## src/rtl/framebuffer_fetch.sv

```systemverilog
// Framebuffer pixel fetch for the matrix scan: RGB565 reads, 6-bit expansion, bit-plane select, front/back swap.
// Define FRAMEBUFFER_GAMMA_EN to insert a registered gamma stage (adds one cycle of latency).
module framebuffer_fetch #(
    parameter int PIXEL_WIDTH  = 64,
    parameter int PIXEL_HEIGHT = 32,
    parameter int RAM_LATENCY  = 1
) (
    input  logic                                      clk_in,
    input  logic                                      reset,
    input  logic [$clog2(PIXEL_WIDTH)-1:0]            column_address,
    input  logic [$clog2(PIXEL_HEIGHT/2)-1:0]         row_address,
    input  logic [5:0]                                brightness_mask,
    input  logic                                      pixel_load_en,
    input  logic                                      swap_req,
    output logic                                      ram_rd_en,
    output logic [$clog2(PIXEL_WIDTH*PIXEL_HEIGHT):0] ram_addr_top,
    output logic [$clog2(PIXEL_WIDTH*PIXEL_HEIGHT):0] ram_addr_bot,
    input  logic [15:0]                               ram_data_top,
    input  logic [15:0]                               ram_data_bot,
    output logic [2:0]                                rgb_top,
    output logic [2:0]                                rgb_bot,
    output logic                                      rgb_valid,
    output logic                                      front_buffer,
    output logic                                      swap_ack
);
    localparam int ROW_W  = $clog2(PIXEL_HEIGHT/2);
    localparam int ADDR_W = $clog2(PIXEL_WIDTH*PIXEL_HEIGHT) + 1;
    localparam logic [ROW_W-1:0] LAST_ROW = ROW_W'(PIXEL_HEIGHT/2 - 1);

    // RGB565 -> {R6,G6,B6}; 5-bit channels replicate their MSB into the new LSB
    function automatic logic [17:0] expand(input logic [15:0] w);
        return {w[15:11], w[15], w[10:5], w[4:0], w[4]};
    endfunction

    logic              rd_en_reg;
    logic [ADDR_W-1:0] addr_top_reg, addr_bot_reg;
    logic [5:0]        mask_dly_reg [RAM_LATENCY+1];
    logic              valid_dly_reg [RAM_LATENCY+1];
    logic [5:0]        s1_top_reg [3];
    logic [5:0]        s1_bot_reg [3];
    logic [5:0]        s1_mask_reg;
    logic              s1_valid_reg;
    logic [5:0]        pre_top [3];
    logic [5:0]        pre_bot [3];
    logic [5:0]        pre_mask;
    logic              pre_valid;
    logic [2:0]        sel_top, sel_bot;
    logic [2:0]        rgb_top_reg, rgb_bot_reg;
    logic              rgb_valid_reg;
    logic              front_reg, pending_reg, boundary_reg, ack_reg;
    logic [ROW_W-1:0]  prev_row_reg;
    logic              swap_now;
    logic [17:0]       exp_top, exp_bot;

    // S0: address register and head of the mask/valid delay line
    always_ff @(posedge clk_in) begin
        if (reset) begin
            rd_en_reg        <= 1'b0;
            addr_top_reg     <= '0;
            addr_bot_reg     <= '0;
            mask_dly_reg[0]  <= '0;
            valid_dly_reg[0] <= 1'b0;
        end else begin
            rd_en_reg        <= pixel_load_en;
            valid_dly_reg[0] <= pixel_load_en;
            mask_dly_reg[0]  <= brightness_mask;
            if (pixel_load_en) begin
                addr_top_reg <= {front_reg, 1'b0, row_address, column_address};
                addr_bot_reg <= {front_reg, 1'b1, row_address, column_address};
            end
        end
    end

    genvar gi;
    generate
        for (gi = 1; gi <= RAM_LATENCY; gi++) begin : g_dly
            always_ff @(posedge clk_in) begin
                if (reset) begin
                    mask_dly_reg[gi]  <= '0;
                    valid_dly_reg[gi] <= 1'b0;
                end else begin
                    mask_dly_reg[gi]  <= mask_dly_reg[gi-1];
                    valid_dly_reg[gi] <= valid_dly_reg[gi-1];
                end
            end
        end
    endgenerate

    assign exp_top = expand(ram_data_top);
    assign exp_bot = expand(ram_data_bot);

    always_ff @(posedge clk_in) begin
        if (reset) begin
            s1_mask_reg  <= '0;
            s1_valid_reg <= 1'b0;
        end else begin
            s1_mask_reg  <= mask_dly_reg[RAM_LATENCY];
            s1_valid_reg <= valid_dly_reg[RAM_LATENCY];
        end
    end

`ifdef FRAMEBUFFER_GAMMA_EN
    function automatic logic [5:0] gamma(input logic [5:0] c);
        logic [11:0] sq;
        sq = 12'(c) * 12'(c) + 12'd31;
        return 6'(sq / 12'd63);
    endfunction

    logic [5:0] gam_top_reg [3];
    logic [5:0] gam_bot_reg [3];
    logic [5:0] gam_mask_reg;
    logic       gam_valid_reg;

    always_ff @(posedge clk_in) begin
        if (reset) begin
            gam_mask_reg  <= '0;
            gam_valid_reg <= 1'b0;
        end else begin
            gam_mask_reg  <= s1_mask_reg;
            gam_valid_reg <= s1_valid_reg;
        end
    end
    assign pre_mask  = gam_mask_reg;
    assign pre_valid = gam_valid_reg;
`else
    assign pre_mask  = s1_mask_reg;
    assign pre_valid = s1_valid_reg;
`endif

    // Index 2 = R, 1 = G, 0 = B throughout
    generate
        for (gi = 0; gi < 3; gi++) begin : g_chan
            always_ff @(posedge clk_in) begin
                if (reset) begin
                    s1_top_reg[gi] <= '0;
                    s1_bot_reg[gi] <= '0;
                end else begin
                    s1_top_reg[gi] <= exp_top[gi*6 +: 6];
                    s1_bot_reg[gi] <= exp_bot[gi*6 +: 6];
                end
            end
`ifdef FRAMEBUFFER_GAMMA_EN
            always_ff @(posedge clk_in) begin
                if (reset) begin
                    gam_top_reg[gi] <= '0;
                    gam_bot_reg[gi] <= '0;
                end else begin
                    gam_top_reg[gi] <= gamma(s1_top_reg[gi]);
                    gam_bot_reg[gi] <= gamma(s1_bot_reg[gi]);
                end
            end
            assign pre_top[gi] = gam_top_reg[gi];
            assign pre_bot[gi] = gam_bot_reg[gi];
`else
            assign pre_top[gi] = s1_top_reg[gi];
            assign pre_bot[gi] = s1_bot_reg[gi];
`endif
            assign sel_top[gi] = |(pre_top[gi] & pre_mask);
            assign sel_bot[gi] = |(pre_bot[gi] & pre_mask);
        end
    endgenerate

    // S2: output register, holds the last pixel while no new one arrives
    always_ff @(posedge clk_in) begin
        if (reset) begin
            rgb_valid_reg <= 1'b0;
            rgb_top_reg   <= '0;
            rgb_bot_reg   <= '0;
        end else begin
            rgb_valid_reg <= pre_valid;
            if (pre_valid) begin
                rgb_top_reg <= sel_top;
                rgb_bot_reg <= sel_bot;
            end
        end
    end

    // Swaps only in a load gap so a displayed line never mixes buffers
    assign swap_now = boundary_reg && pending_reg && !pixel_load_en;

    always_ff @(posedge clk_in) begin
        if (reset) begin
            front_reg    <= 1'b0;
            pending_reg  <= 1'b0;
            boundary_reg <= 1'b0;
            ack_reg      <= 1'b0;
            prev_row_reg <= '0;
        end else begin
            prev_row_reg <= row_address;
            ack_reg      <= swap_now;
            pending_reg  <= swap_now ? swap_req : (pending_reg | swap_req);
            if (swap_now)
                front_reg <= ~front_reg;
            if (row_address == '0 && prev_row_reg == LAST_ROW)
                boundary_reg <= 1'b1;
            else if (!pixel_load_en)
                boundary_reg <= 1'b0;
        end
    end

    assign ram_rd_en    = rd_en_reg;
    assign ram_addr_top = addr_top_reg;
    assign ram_addr_bot = addr_bot_reg;
    assign rgb_top      = rgb_top_reg;
    assign rgb_bot      = rgb_bot_reg;
    assign rgb_valid    = rgb_valid_reg;
    assign front_buffer = front_reg;
    assign swap_ack     = ack_reg;
endmodule

```

## config.mk

```make
export PLATFORM = sky130hd
export DESIGN_NAME = framebuffer_fetch
export DESIGN_NICKNAME = d
export VERILOG_FILES = /design/src/rtl/framebuffer_fetch.sv
export SDC_FILE = /design/constraint.sdc
export NUM_CORES = 1
export LEC_CHECK = 0
export CORE_MARGIN = 4
export CORE_UTILIZATION = 48
export CTS_CLUSTER_DIAMETER = 30
export DETAILED_ROUTE_END_ITERATION = 8
export PLACE_DENSITY = 0.81
export RECOVER_POWER = 25
export SLEW_MARGIN = 20
export SYNTH_ARGS = -nofsm -noshare
export SYNTH_HDL_FRONTEND = slang
export SYNTH_SLANG_ARGS = --single-unit
```

## constraint.sdc

```tcl
create_clock -name clk_in -period 2.19 [get_ports clk_in]
set_input_delay 0.5475 -clock clk_in [delete_from_list [all_inputs] [get_ports clk_in]]
set_output_delay 0.5475 -clock clk_in [all_outputs]
set_load 0.01 [all_outputs]
```

==> impl_results.md, run 1 <==
- Area growth syn-to-layout: 40.26%
- Setup crit end kind: output pin
- Via Count: 1776
- Number of gates resized after cts: 0
- RSZ-0062 raised after global routing: no
- Net Sw Power: 594.9 uW
- Share of cells above drive strength 1: 5.844%
- Combinational power share: 9.2%
- Outcome: finished, final reports clean
- Req. time, crit path: 1.64 ns
- Reg power frac: 53.9%
- Worst hold path class: register to register
- Ant diodes: 0
- Root Buffer: clkbuf_8
- CTS buffer count: 9
- Actual slew at the worst max-slew pin: 1.032 ns
- Die Wd: 81.00 um
- Starting DRT DRC Count: 90
- Vias in the first global route: 1745
- Clock Latency Late Sink: 0.33 ns
- Final setup violation count: 0
- Vias per cell: 4.698
- GR Util met1: 21.14%
- Top cells by area, synth: dfxtp_1 63%, nor2b_1 14%, buf_4 4.4%
- Final GP Congestion: 0.7261
- Internal power: 2286 uW
- WP buf/inv: 1
- Max Root-Sink Buffers: 2
- Met2 global-route usage: 29.64%
- CP max FO: 3
- Post-route setup TNS: 0 ns
- Filler cells: 420
- Pre-antenna DRT Iters: 5
- Detailed-route DRC error count: 0
- Synth cell types: 24
- Most common cell after layout, fill and taps aside: clkdlybuf4s50_1
- Most frequent cells in the layout: 83 x clkdlybuf4s50_1, 80 x dfxtp_1, 58 x nor2b_1
- Crit-path leading delay family: buffers and inverters
- Critical Path Start Type: register
- Worst clock skew: 0.004429 ns
- Antenna-violating nets left: 0
- Met3 global-route usage: 4.435%
- Max Cap Viol: 0
- Fin. max-slew vios: 0
- Yosys Warn Count: 0
- Fin. Hold Viols: 0
- Hold buffers post-CTS: 0
- Pin count of the biggest net entering global routing: 30
- Drt wl/cell: 14.13 um
- Final instance area: 3587 sq um
- Die H: 81.00 um
- LEAKAGE: 0.001390 uW
- Switching Fraction: 20.65%
- Final core utilization: 69.79%
- Cell area after synthesis: 2557 sq um
- Input/output buffers: 84
- Post-layout minimum cycle time: 1.822 ns
- Tot GR Track Use: 17.90%
- Synth Instances: 227
- Post-Route WL: 5341 um
- Mean post-synth cell area: 11.27 sq um
- Slew HR: 31.21%
- DP Worst Slack: 0.4336 ns
- Full die area: 6560 sq um
- Num Clock Sinks: 80
- Dominant cell type by area after synthesis: dfxtp_1
- Congestion Overflow GR: 0
- Worst-path clk slew: 0.07 ns
- Initial Util: 49.76%
- Clock Power Share: 36.8%
- Period utilization: 83.21%
- CP max stage cell: clkdlybuf4s50_1
- Htree depth: 3
- Post-layout worst setup margin: 0.3677 ns
- Layout net count: 355
- Area after DPL: 3390 sq um
- CTS tree: built
- GRT busiest layer: met2
- Rows: 26
- FF+latch count, synth: 80
- Worst EP arrival: 1.27 ns
- Syn nets: 279
- Sequential-to-total area share from yosys stat: 62.62%
- CORE AREA: 5140 sq um
- Slowest stage delay, CP: 0.58 ns
- Pwr/cell area: 803.0 nW/um^2
- Max VDD drop: 0.4620 mV
- Hpwl dp: 3695 um
- Fmax: 548.8 MHz
- Initial antenna violation count: 0
- Critical path cell sequence: clkdlybuf4s50_1
- Setup repair bufs after CTS: 0
- Share of the synthesized area in the top cell type: 62.62%
- First-pass GRT wire length: 8556 um
- Crit Path Category: register to output pin
- Number of primary I/O pins: 86
-- kinds of logic after synthesis --
family                    after synthesis  synth area share (%)
muxes                                  11                 4.305
DFF                                    80                 62.62
xor gates and xnor gates                1                0.3425
buffers and inverters                  23                 5.724
and+or+nand+nor                        85                 18.79
AOI/OAI and AO/OA                      26                 8.072
other                                   1                0.1466
-- worst paths after layout --
check / from / endpoint / slack [ns] / depth (start not counted)
min reg2reg: valid_dly_reg[1]$_SDFF_PP0_ / pre_valid$_SDFF_PP0_ / 0.44 / 1
min: valid_dly_reg[1]$_SDFF_PP0_ / pre_valid$_SDFF_PP0_ / 0.44 / 1
max reg2reg: pre_mask[2]$_SDFF_PP0_ / rgb_top[1]$_SDFFE_PP0P_ / 1.07 / 3
max: ram_addr_bot[11]$_SDFFE_PP0P_ / ram_addr_bot[11] / 0.37 / 1
-- area by class of cell --
cell class	count	area, sq um	share of cell area (%)
flip-flops and latches	80	1602	44.65
repair buffers	88	889.6	24.80
multi-input cells	124	809.5	22.57
clock buffers	13	158.9	4.430
well taps	70	87.58	2.442
clock inverters	3	40.04	1.116
-- layer usage --
metal / wire (um) / up-vias
met5: 0 / -
met1: 2137 / 815
met3: 327 / 8
met2: 2779 / 59
met4: 96 / 0
li1: - / 894
-- cell usage after synthesis, drive strengths merged --
library cell / count
nand3b: 1
conb: 1
buf: 18
nand2b: 1
a311oi: 2
nor3b: 1
o21ai: 4
a21oi: 1
xor2: 1
a22oi: 2
nand4b: 1
nor2: 18
nor2b: 58
clkbuf: 5
a221oi: 2
o21bai: 4
mux2i: 11
nor3: 1
a41oi: 4
a22o: 3
dfxtp: 80
a222oi: 4
nand2: 4
-- per-stage QoR --
| stage | hold slack (ns) | power (uW) | std cells |
|---|---|---|---|
| floorplan | 0.4138 | 1695 | 227 |
| detailed placement | 0.4266 | 1854 | 362 |
| finish | 0.4366 | 2881 | 378 |
| global placement | 0.4165 | 1847 | 362 |
| CTS | 0.4410 | 2912 | 378 |
| global route | 0.4566 | 2993 | 378 |
-- power groups by stage --
stage / Combinational (uW) / Clock [uW] / Sequential [uW]
after detailed placement: 267 / 0 / 1590
final: 266 / 1060 / 1550
after floorplan: 110 / 0 / 1590
after global routing: 288 / 1140 / 1560
after global placement: 262 / 0 / 1590
after CTS: 270 / 1090 / 1550
No activity file was read; power rests on OpenSTA's default activity.
==> run 2: changes to the inputs <==
--- a/config.mk
+++ b/config.mk
@@ -6,10 +6,10 @@
 export NUM_CORES = 1
 export LEC_CHECK = 0
 export CORE_MARGIN = 4
-export CORE_UTILIZATION = 48
+export CORE_UTILIZATION = 44
 export CTS_CLUSTER_DIAMETER = 30
 export DETAILED_ROUTE_END_ITERATION = 8
-export PLACE_DENSITY = 0.81
+export PLACE_DENSITY = 0.75
 export RECOVER_POWER = 25
 export SLEW_MARGIN = 20
 export SYNTH_ARGS = -nofsm -noshare
==> constraint.sdc (replaced) <==
create_clock -name clk_in -period 1.73 [get_ports clk_in]
set_input_delay 0.4325 -clock clk_in [delete_from_list [all_inputs] [get_ports clk_in]]
set_output_delay 0.4325 -clock clk_in [all_outputs]
set_load 0.01 [all_outputs]
==> impl_results.md, run 2 (same netlist as run 1, synthesis figures left out) <==
- DP Worst Slack: 0.2062 ns (-0.2274 ns)
- Fin Hold WS: 0.4320 ns (-0.004557 ns)
- Slowest stage delay, CP: 0.57 ns (about the same)
- Most common cell after layout, fill and taps aside: dfxtp_1
- Num Clock Sinks: 80 (unchanged)
- Req. time, crit path: 1.30 ns (-0.34 ns)
- Clock Latency Late Sink: 0.34 ns (about the same)
- Congestion Overflow GR: 0 (unchanged)
- CTS buffer count: 9 (unchanged)
- Hpwl dp: 3537 um (-4.3%)
- Critical path cell sequence: clkdlybuf4s50_1
- Crit Path Category: register to output pin
- Via Count: 1753 (-1.3%)
- Starting DRT DRC Count: 75 (-17%)
- Htree depth: 3 (unchanged)
- Worst-path clk slew: 0.08 ns (about the same)
- Max Root-Sink Buffers: 2 (unchanged)
- Vias in the first global route: 1693 (-3.0%)
- Max VDD drop: 0.6597 mV (+43%)
- Actual slew at the worst max-slew pin: 0.5091 ns (-0.5227 ns)
- Post-route setup TNS: 0 ns (unchanged)
- Setup crit end kind: output pin
- Multi-input gate area: 809.5 sq um (unchanged)
- Pwr/cell area: 1036 nW/um^2 (+29%)
- Vias per cell: 4.601 (-2.1%)
- Max Cap Viol: 0 (unchanged)
- Input/output buffers: 84 (unchanged)
- Die H: 84.24 um (+4.0%)
- Outcome: finished, final reports clean
- Critical Path Start Type: register
- Fin. Hold Viols: 0 (unchanged)
- Initial antenna violation count: 0 (unchanged)
- Storage element area: 1602 sq um (unchanged)
- Worst hold path class: register to register
- Fin. max-slew vios: 0 (unchanged)
- Full die area: 7096 sq um (+8.2%)
- Fmax: 585.9 MHz
- Post-layout worst setup margin: 0.02323 ns (-0.3445 ns)
- Pre-antenna DRT Iters: 4 (-1)
- Filler cells: 447 (+6.4%)
- LEAKAGE: 0.001697 uW (+22%)
- CORE AREA: 5574 sq um (+8.4%)
- Ant diodes: 0 (unchanged)
- Area growth syn-to-layout: 43.10%
- Post-layout minimum cycle time: 1.707 ns
- Number of primary I/O pins: 86 (unchanged)
- Post-Route WL: 5018 um (-6.0%)
- Slew HR: 66.06% (+35 points)
- Layout net count: 357 (+0.56%)
- Final instance area: 3660 sq um (+2.0%)
- Final setup violation count: 0 (unchanged)
- Worst EP arrival: 1.27 ns (about the same)
- First-pass GRT wire length: 8148 um (-4.8%)
- CP max stage cell: clkdlybuf4s50_1
- CTS tree: built
- Root Buffer: clkbuf_8
- Non-Filler Instances: 381 (+0.79%)
- Pin count of the biggest net entering global routing: 27 (-10%)
- Detailed-route DRC error count: 0 (unchanged)
- Antenna-violating nets left: 0 (unchanged)
- Most frequent cells in the layout: 80 x dfxtp_1, 63 x clkdlybuf4s50_1, 58 x nor2b_1
- Inst Count DP: 366 (+1.1%)
- Worst clock skew: 0.01063 ns (+0.006202 ns)
- Drt wl/cell: 13.17 um (-6.8%)
- WP buf/inv: 1 (unchanged)
- Initial Util: 45.88% (-3.9 points)
- Tot GR Track Use: 14.94% (-3.0 points)
- Period utilization: 98.66%
- CP max FO: 3 (unchanged)
- Rows: 27 (+3.8%)
- Share of cells above drive strength 1: 6.472% (+0.63 points)
- Setup repair bufs after CTS: 0 (unchanged)
- Final GP Congestion: 0.6900 (-5.0%)
- Area after DPL: 3395 sq um (+0.15%)
- Crit-path leading delay family: buffers and inverters
- Die Wd: 84.24 um (+4.0%)
## run 2: cell types whose count changed in the layout (fill, tap and decap cells not counted), sizes merged, moves of 2 or more
cell           delta
dlygate4sd2       +2
clkdlybuf4s50    -20
clkinv            -2
dlymetal6s2s     +18
## run 2: layer usage
layer / vias up / share of wire (%) / global-route usage [%]
met5: - / 0 / 0
met4: 0 / 1.0 / 6.140
met3: 5 / 5.4 / 6.771
met2: 39 / 53 / 24.68
met1: 813 / 41 / 16.73
li1: 896 / - / -
## run 2: timing repair
item                                    in CTS  in global routing
endpoints found under the setup margin       2                 18
resized for setup                            2                 18
hold buffers                                 0                  0
## run 2: final timing paths
check,from,endpoint,slack (ns),cells after the start
worst max-delay path,ram_addr_bot[9]$_SDFFE_PP0P_,ram_addr_bot[9],0.02,1
worst min register to register,mask_dly_reg[1][1]$_SDFF_PP0_,pre_mask[1]$_SDFF_PP0_,0.43,1
worst min-delay path,mask_dly_reg[1][1]$_SDFF_PP0_,pre_mask[1]$_SDFF_PP0_,0.43,1
worst max register to register,pre_mask[2]$_SDFF_PP0_,rgb_top[1]$_SDFFE_PP0P_,0.62,3
## run 2: layout make-up
| class | count | share of cell area, % |
|---|---|---|
| clock inverters | 4 | 2.085 |
| flip-flops and latches | 80 | 43.76 |
| multi-input cells | 124 | 22.12 |
| repair buffers | 90 | 25.44 |
| clock buffers | 11 | 4.137 |
| well taps | 72 | 2.462 |
## run 2: power by group
part / internal [uW] / switching, uW / leakage [uW]
sequential: 1930 / 38.3 / 0.000661
combinational: 216 / 109 / 0.000924
clock: 888 / 615 / 0.000112
## run 2: stage by stage
step           utilization, %  power (uW)
6_report                65.66        3792
2_1_floorplan               -        2146
3_5_place_dp            60.90        2343
5_1_grt                 65.66        3971
4_1_cts                 64.94        3858
3_3_place_gp            60.90        2339
==> run 3: changes to the inputs <==
--- a/config.mk
+++ b/config.mk
@@ -5,7 +5,6 @@
 export SDC_FILE = /design/constraint.sdc
 export NUM_CORES = 1
 export LEC_CHECK = 0
-export CORE_MARGIN = 4
 export CORE_UTILIZATION = 44
 export CTS_CLUSTER_DIAMETER = 30
 export DETAILED_ROUTE_END_ITERATION = 8
==> impl_results.md, run 3 (same netlist as run 1, synthesis figures left out) <==
- Outcome: finished, final reports clean
- Slowest stage delay, CP: 0.55 ns (-0.02 ns)
- Setup crit end kind: output pin
- Critical Path Start Type: register
- Fin Hold WS: 0.4360 ns (+0.004024 ns)
- CP max stage cell: clkdlybuf4s50_1
- Pin count of the biggest net entering global routing: 38 (+41%)
- Number of primary I/O pins: 86 (unchanged)
- Die H: 78.24 um (-7.1%)
- Final core utilization: 63.87% (-1.8 points)
- Num Clock Sinks: 80 (unchanged)
- Fin. Hold Viols: 0 (unchanged)
- Share of cells above drive strength 1: 4.902% (-1.6 points)
- Tot GR Track Use: 16.92% (+2.0 points)
- Max Cap Viol: 0 (unchanged)
- Reg power frac: 57.4% (+5.6 points)
- Detailed-route DRC error count: 0 (unchanged)
- Final setup violation count: 0 (unchanged)
- Post-route setup TNS: 0 ns (unchanged)
- Hpwl dp: 3359 um (-5.0%)
- Area growth syn-to-layout: 38.36%
- Rows: 27 (unchanged)
- Vias per cell: 4.635 (+0.74%)
- Die Wd: 78.24 um (-7.1%)
- Inst Count DP: 365 (-0.27%)
- Filler cells: 470 (+5.1%)
- Reg2Reg Setup Slack: 0.48 ns (-0.14 ns)
- Htree depth: 3 (unchanged)
- Layout net count: 356 (-0.28%)
- Post-Route WL: 4884 um (-2.7%)
- FF-to-FF path depth: 3 (unchanged)
- Period utilization: 97.85% (-0.81 points)
- Pre-antenna DRT Iters: 4 (unchanged)
- Worst hold path class: register to register
- Worst EP arrival: 1.26 ns (about the same)
- Combinational power share: 9.5% (+1.0 points)
- CP max FO: 3 (unchanged)
- Hold endpoint: mask_dly_reg[1][2]$_SDFF_PP0_
- CORE AREA: 5540 sq um (-0.61%)
- Net Sw Power: 707.3 uW (-7.1%)
- Clock Power Share: 33.1% (-6.5 points)
- RSZ-0062 raised after global routing: no
- Ant diodes: 0 (unchanged)
- Fin. max-slew vios: 0 (unchanged)
- Congestion Overflow GR: 0 (unchanged)
- Worst clock skew: 0.006027 ns (-0.004603 ns)
- Switching Fraction: 20.63% (+0.55 points)
- Hold path startpoint: mask_dly_reg[0][2]$_SDFF_PP0_
- Post-layout minimum cycle time: 1.693 ns (-0.01404 ns)
- Full die area: 6122 sq um (-14%)
- Most frequent cells in the layout: 82 x clkdlybuf4s50_1, 80 x dfxtp_1, 58 x nor2b_1
- Worst hold path cell count: 1 (unchanged)
- Initial Util: 46.16% (+0.28 points)
- Antenna-violating nets left: 0 (unchanged)
- Final GP Congestion: 0.7403 (+7.3%)
- Starting DRT DRC Count: 71 (-5.3%)
- Clock Latency Late Sink: 0.33 ns (about the same)
- Worst-path clk slew: 0.07 ns (about the same)
- Input/output buffers: 84 (unchanged)
- Critical path cell sequence: clkdlybuf4s50_1
- Initial antenna violation count: 0 (unchanged)
- Actual slew at the worst max-slew pin: 0.6622 ns (+0.1531 ns)
- Vias in the first global route: 1602 (-5.4%)
- Via Count: 1752 (-0.057%)
- Crit Path Category: register to output pin
- Max Root-Sink Buffers: 2 (unchanged)
- R2R Path Start: pre_mask[2]$_SDFF_PP0_
- Req. time, crit path: 1.30 ns (about the same)
- R2r endpoint: rgb_bot[1]$_SDFFE_PP0P_
- First-pass GRT wire length: 7610 um (-6.6%)
- LEAKAGE: 0.001378 uW (-19%)
- Root Buffer: clkbuf_8
- Pwr/cell area: 968.8 nW/um^2 (-6.5%)
- Crit-path leading delay family: buffers and inverters
- DP Worst Slack: 0.1573 ns (-0.04894 ns)
- Post-layout worst setup margin: 0.03727 ns (+0.01404 ns)
- CTS buffer count: 9 (unchanged)
- Max VDD drop: 0.5775 mV (-12%)
- Slew HR: 55.85% (-10 points)
- CTS tree: built
- Internal power: 2721 uW (-10%)
- Drt wl/cell: 12.92 um (-1.9%)
- WP buf/inv: 1 (unchanged)
- Most common cell after layout, fill and taps aside: clkdlybuf4s50_1
- Fmax: 590.8 MHz (+0.83%)
- Non-Filler Instances: 378 (-0.79%)
==> run 3: cell types whose count changed in the layout (fill, tap and decap cells not counted), sizes merged <==
cell	change
clkdlybuf4s50	+19
dlymetal6s2s	-17
buf	-3
clkbuf	+3
bufinv	-2
dlygate4sd2	-2
clkinv	+1
clkinvlp	-1
inv	-1
==> run 3: how the worst max path moves through the flow <==
| stage | depth (start not counted) | slack, ns | start | endpoint |
|---|---|---|---|---|
| after floorplan | 4 | 0.63 | pixel_load_en | ram_addr_bot[11]$_SDFFE_PP0P_ |
| after global placement | 5 | 0.17 | pixel_load_en | front_buffer$_SDFFE_PP0P_ |
| after detailed placement | 5 | 0.16 | pixel_load_en | front_buffer$_SDFFE_PP0P_ |
| after CTS | 1 | 0.02 | front_buffer$_SDFFE_PP0P_ | front_buffer |
| after global routing | 1 | 0.002 | ram_addr_bot[3]$_SDFFE_PP0P_ | ram_addr_bot[3] |
| final | 1 | 0.04 | front_buffer$_SDFFE_PP0P_ | front_buffer |
==> run 3: final cells by class <==
class                   count  area (sq um)  share of cell area, %
well taps                  72         90.09                  2.546
flip-flops and latches     80          1602                  45.26
clock inverters             1         5.005                 0.1414
multi-input cells         124         809.5                  22.88
repair buffers             89         877.1                  24.79
clock buffers              12         155.1                  4.385
==> run 3: power by group through the flow <==
stage	sequential, uW	clock [uW]	combinational (uW)
CTS	1970	1170	337
floorplan	2010	0	139
finish	1970	1130	327
detailed placement	2010	0	335
global route	1980	1250	354
global placement	2010	0	332
==> run 3: what timing repair did <==
| item | CTS | global route |
|---|---|---|
| buffers inserted | 0 | 0 |
| hold buffers | 0 | 0 |
| resized for setup | 0 | 1 |
| endpoints found under the setup margin | 0 | 2 |
==> run 3: per-layer routing <==
layer,routed length [um],global-route usage (%)
met5,0,0
met4,109,7.963
met3,333,6.047
met2,2284,26.23
met1,2157,20.91
==> run 3: metrics by stage <==
stage,cell area (sq um),power (uW)
after detailed placement,3400,2344
after global routing,3538,3578
after floorplan,2557,2146
after CTS,3560,3476
after global placement,3400,2339
final,3538,3428
==> variant 1: new RTL, settings of run 2 <==
Set the parameter `PIXEL_HEIGHT` to 64 (it was 32).
--- a/src/rtl/framebuffer_fetch.sv
+++ b/src/rtl/framebuffer_fetch.sv
@@ -3,5 +3,5 @@
 module framebuffer_fetch #(
     parameter int PIXEL_WIDTH  = 64,
-    parameter int PIXEL_HEIGHT = 32,
+    parameter int PIXEL_HEIGHT = 64,
     parameter int RAM_LATENCY  = 1
 ) (
Ports: changed (resized ram_addr_bot, ram_addr_top and row_address); port bits go from 86 to 89. No check against the original RTL was run, so the function may have changed too.
==> variant 1 against run 2 <==
- final area is 0.21% higher
- power down 9.0%
- sequential cell count up 2
- global-route usage fell by 0.071 points
- synthesized area is 3.9% higher
- setup slack improved by 0.042 ns
- wire length is 2.4% higher
- clock power is 27% lower
- largest cell class unchanged
==> variant 1: results (changes against run 2) <==
- Status: finished clean
- Port Buffers: 87 (+3.6%)
- Global-route wire length before repair: 8520 µm (+4.6%)
- Mux contribution to synthesized area: 4.52% (+0.22 points)
- Post-synthesis sequential area ratio: 61.8% (-0.82 points)
- Dpl hpwl: 3590 µm (+1.6%)
- Placement Setup Slack: 0.134 ns (-0.0722 ns)
- Fin cells: 391 (+2.6%)
- Signal buf overhead: 25.4% (-0.052 points)
- Total Routing Usage GR: 14.9% (-0.071 points)
- Max Clock Skew: 0.00788 ns (-0.00275 ns)
- Proportion of layout cells with a drive suffix above 1: 4.75% (-1.7 points)
- Non-CTS buffers: 91 (+1.1%)
- Post-Synth XOR/XNOR Area: 0.330% (-0.013 points)
- Synth Instances: 236 (+4.0%)
- Syn Nets: 289 (+3.6%)
- Yosys Warn Count: 0 (unchanged)
- Final instance area: 0.00367 mm² (+0.21%)
- Vias per cell: 4.64 (+0.94%)
- Worst-Margin Slew: 0.902 ns (+0.393 ns)
- Crit path DAT: 1.23 ns (-0.04 ns)
- Largest net degree at the start of global routing: 43 (+59%)
- Routed len/inst: 13.1 µm (-0.25%)
- Post-CTS sizing: 0 (-2)
- Top post-synthesis cells by area: dfxtp_1 62%, nor2b_1 9.9%, and2b_1 4.8%
- DRT iter0 DRCs: 83 (+11%)
- Commonest cells in the netlist: 82 x dfxtp_1, 42 x nor2b_1, 20 x nor2_1, 17 x and2b_1, 13 x buf_4
- Multi-Input Combinational: 129 (+4.0%)
- # fillers: 506 (+13%)
- Distinct cells, synth: 27 (+13%)
- Vias in the first global route: 1832 (+8.2%)
- FF+latch area: 0.00164 mm² (+2.5%)
- First drt pass iteration count: 4 (unchanged)
- Layout clock area frac: 4.09% (-2.1 points)
- Placed instance area: 0.00351 mm² (+3.3%)
- Synth Area in Compound Gates: 7.63% (-0.44 points)
- CP peak stage delay: 0.55 ns (-0.02 ns)
- Lkg Pwr: 0.00164 µW (-3.4%)
- Hold WC Path Type: reg -> reg
- Multi-input gate area: 851 µm² (+5.1%)
- FP Rows: 28 (+3.7%)
- RePlAce Congestion: 0.690 (about the same)
- Placed instance count: 377 (+3.0%)
- Max VDD drop: 507 µV (-23%)
==> variant 1: cell count changes after synthesis, sizes merged, moves of 2 or more <==
cell          run 2  this run
nor2b            58        42
dfxtp            80        82
nor2             18        20
and2b             0        17
==> variant 1: path summary, 6_finish.rpt <==
check	endpoint	from	slack (ns)
worst min-delay path	mask_dly_reg[1][4]	mask_dly_reg[0][4]	0.43
worst max-delay path	ram_addr_bot[3]	ram_addr_bot[3]	0.07
worst min register to register	mask_dly_reg[1][4]	mask_dly_reg[0][4]	0.43
worst max register to register	rgb_top[1]	pre_mask[2]	0.57
==> variant 1: layer usage <==
layer  up-vias  GRT usage (%)  wire length, µm  share of wire [%]
met5         -              0                0                  0
met2        68           23.0             2360                 46
li1        916              -                -                  -
met4         0           6.91               14               0.27
met3         2           6.24              481                9.4
met1       830           18.0             2280                 44
==> variant 1: report_power, final <==
group	internal [µW]	total (µW)	switching [µW]	leakage, µW
sequential	1980	2020	39.5	0.000678
clock	504	1100	593	0.0000790
combinational	226	339	113	0.000883
==> variant 2: new RTL, flow settings as in run 2 <==
Without the edit above. Add an input register stage for `swap_req`; this delays it by one clock. The other inputs are not delayed to match.
--- a/src/rtl/framebuffer_fetch.sv
+++ b/src/rtl/framebuffer_fetch.sv
@@ -28,4 +28,10 @@
     localparam logic [ROW_W-1:0] LAST_ROW = ROW_W'(PIXEL_HEIGHT/2 - 1);
 
+    logic swap_req_q;
+
+    always_ff @(posedge clk_in) begin
+        swap_req_q <= swap_req;
+    end
+
     // RGB565 -> {R6,G6,B6}; 5-bit channels replicate their MSB into the new LSB
     function automatic logic [17:0] expand(input logic [15:0] w);
@@ -189,5 +195,5 @@
             prev_row_reg <= row_address;
             ack_reg      <= swap_now;
-            pending_reg  <= swap_now ? swap_req : (pending_reg | swap_req);
+            pending_reg  <= swap_now ? swap_req_q : (pending_reg | swap_req_q);
             if (swap_now)
                 front_reg <= ~front_reg;
Behaviour: not the same (Yosys sat finds a counterexample within 4 cycles, from zero or initial values and one cycle with reset high).
==> variant 2 against run 2 <==
- wire length is 4.6% higher
- final area is 0.34% lower
- synthesized area is 0.78% higher
- power is 1.1% lower
- synthesized cell count is 0.44% higher
- setup slack better by 0.031 ns
- critical path type unchanged
- highest routed layer unchanged
- final cell count is 0.26% higher
- sequential cell count is 1 higher
- combinational power is 2% higher
- critical endpoint is now ram_addr_top[6]
==> variant 2: results (changes against run 2) <==
- Status: finished clean
- Total Routing Usage GR: 15.1% (+0.18 points)
- Hold Slack: 0.438 ns (+0.00625 ns)
- Deepest level of the CTS H-tree: 3 (unchanged)
- Slew HR: 47.1% (-19 points)
- Max VDD drop: 603 µV (-8.7%)
- Pwr dens: 1030 mW/mm² (-0.80%)
- Setup slack, reg-to-reg: 0.52 ns (-0.10 ns)
- Top post-synthesis cells by area: dfxtp_1 63%, nor2b_1 14%, buf_4 4.4%
- Crit path DAT: 1.24 ns (-0.03 ns)
- Final wirelength: 5250 µm (+4.6%)
- Total CTS buffers: 9 (unchanged)
- Post-CTS setup buffers: 0 (unchanged)
- Port Buffers: 84 (unchanged)
- Post-Synth XOR/XNOR Area: 0.340% (-0.0027 points)
- R2R depth: 3 (unchanged)
- First drt pass iteration count: 5 (+1)
- Mux contribution to synthesized area: 4.27% (-0.033 points)
- N_diodes: 0 (unchanged)
- Global-route wire length before repair: 8470 µm (+3.9%)
- Post-synth ARST share: 0% (unchanged)
- DRT iter0 DRCs: 115 (+53%)
- Post-synthesis sequential area ratio: 62.9% (+0.29 points)
- # fillers: 488 (+9.2%)
- Placed instance area: 0.00342 mm² (+0.74%)
- Synth Instances: 228 (+0.44%)
- Lkg Pwr: 0.00154 µW (-9.3%)
- Routed len/inst: 13.7 µm (+4.3%)
- Nets@finish: 357 (unchanged)
- RePlAce Congestion: 0.746 (+8.0%)
- Max Clock Skew: 0.00521 ns (-0.00542 ns)
- Worst Hold Path Cells: 1 (unchanged)
- Dpl hpwl: 3640 µm (+2.9%)
- Largest net degree at the start of global routing: 34 (+26%)
- Longest Clk Path Bufs: 2 (unchanged)
- Synth Area in Compound Gates: 8.01% (-0.063 points)
- Critical path's slowest cell: clkdlybuf4s50_1
- CP peak stage delay: 0.55 ns (-0.02 ns)
- Proportion of layout cells with a drive suffix above 1: 6.45% (-0.021 points)
- Hold WC Path Type: reg -> reg
- Vias per cell: 4.63 (+0.65%)
- Vias in the first global route: 1836 (+8.4%)
- CTS clk-pin slew, worst paths: 0.08 ns (about the same)
- Root buffer cell: clkbuf_8
- Syn Nets: 280 (+0.36%)
- Commonest cells in the netlist: 81 x dfxtp_1, 58 x nor2b_1, 18 x nor2_1, 15 x buf_4, 11 x mux2i_1
variant 2: timing repair:
item,in CTS,in global routing
pin swaps,0,0
gates resized for setup,1,8
endpoints found under the setup margin,1,8
variant 2: kinds of logic after synthesis:
logic type,after synthesis
AOI/OAI and AO/OA,26
xor gates and xnor gates,1
buffers and inverters,23
DFF,81
muxes,11
other,1
and+or+nand+nor,85
variant 2: metal layers:
metal	global-route usage [%]	part of all wire, %	routed length [µm]	vias up
li1	-	-	-	898
met1	18.1	44	2290	804
met2	24.6	49	2550	60
met3	3.93	5.9	309	7
met4	8.63	1.8	95	0
met5	0	0	0	-
variant 2: layout make-up:
cell class / count / area share [%]
repair buffers: 89 / 25.1
flip-flops and latches: 81 / 44.5
well taps: 72 / 2.47
clock inverters: 6 / 2.26
multi-input cells: 124 / 22.2
clock buffers: 10 / 3.50
variant 2: per-stage QoR:
stage | total power [µW] | setup WS (ns)
2_1_floorplan | 2170 | 0.631
4_1_cts | 3800 | 0.000659
3_3_place_gp | 2370 | 0.127
6_report | 3750 | 0.0539
3_5_place_dp | 2370 | 0.113
5_1_grt | 3910 | 0.00514
variant 2: worst paths after layout:
check / start / endpoint
worst max-delay path: ram_addr_bot[6] / ram_addr_top[6]
worst max register to register: pre_mask[2] / rgb_top[1]
worst min-delay path: mask_dly_reg[0][1] / mask_dly_reg[1][1]
worst min register to register: mask_dly_reg[0][1] / mask_dly_reg[1][1]
variant 2: power breakdown:
| group | switching, µW | total [µW] | leakage [µW] | internal (µW) |
|---|---|---|---|---|
| Combinational | 111 | 331 | 0.000764 | 219 |
| Clock | 623 | 1430 | 0.000106 | 805 |
| Sequential | 39.1 | 1990 | 0.000670 | 1950 |
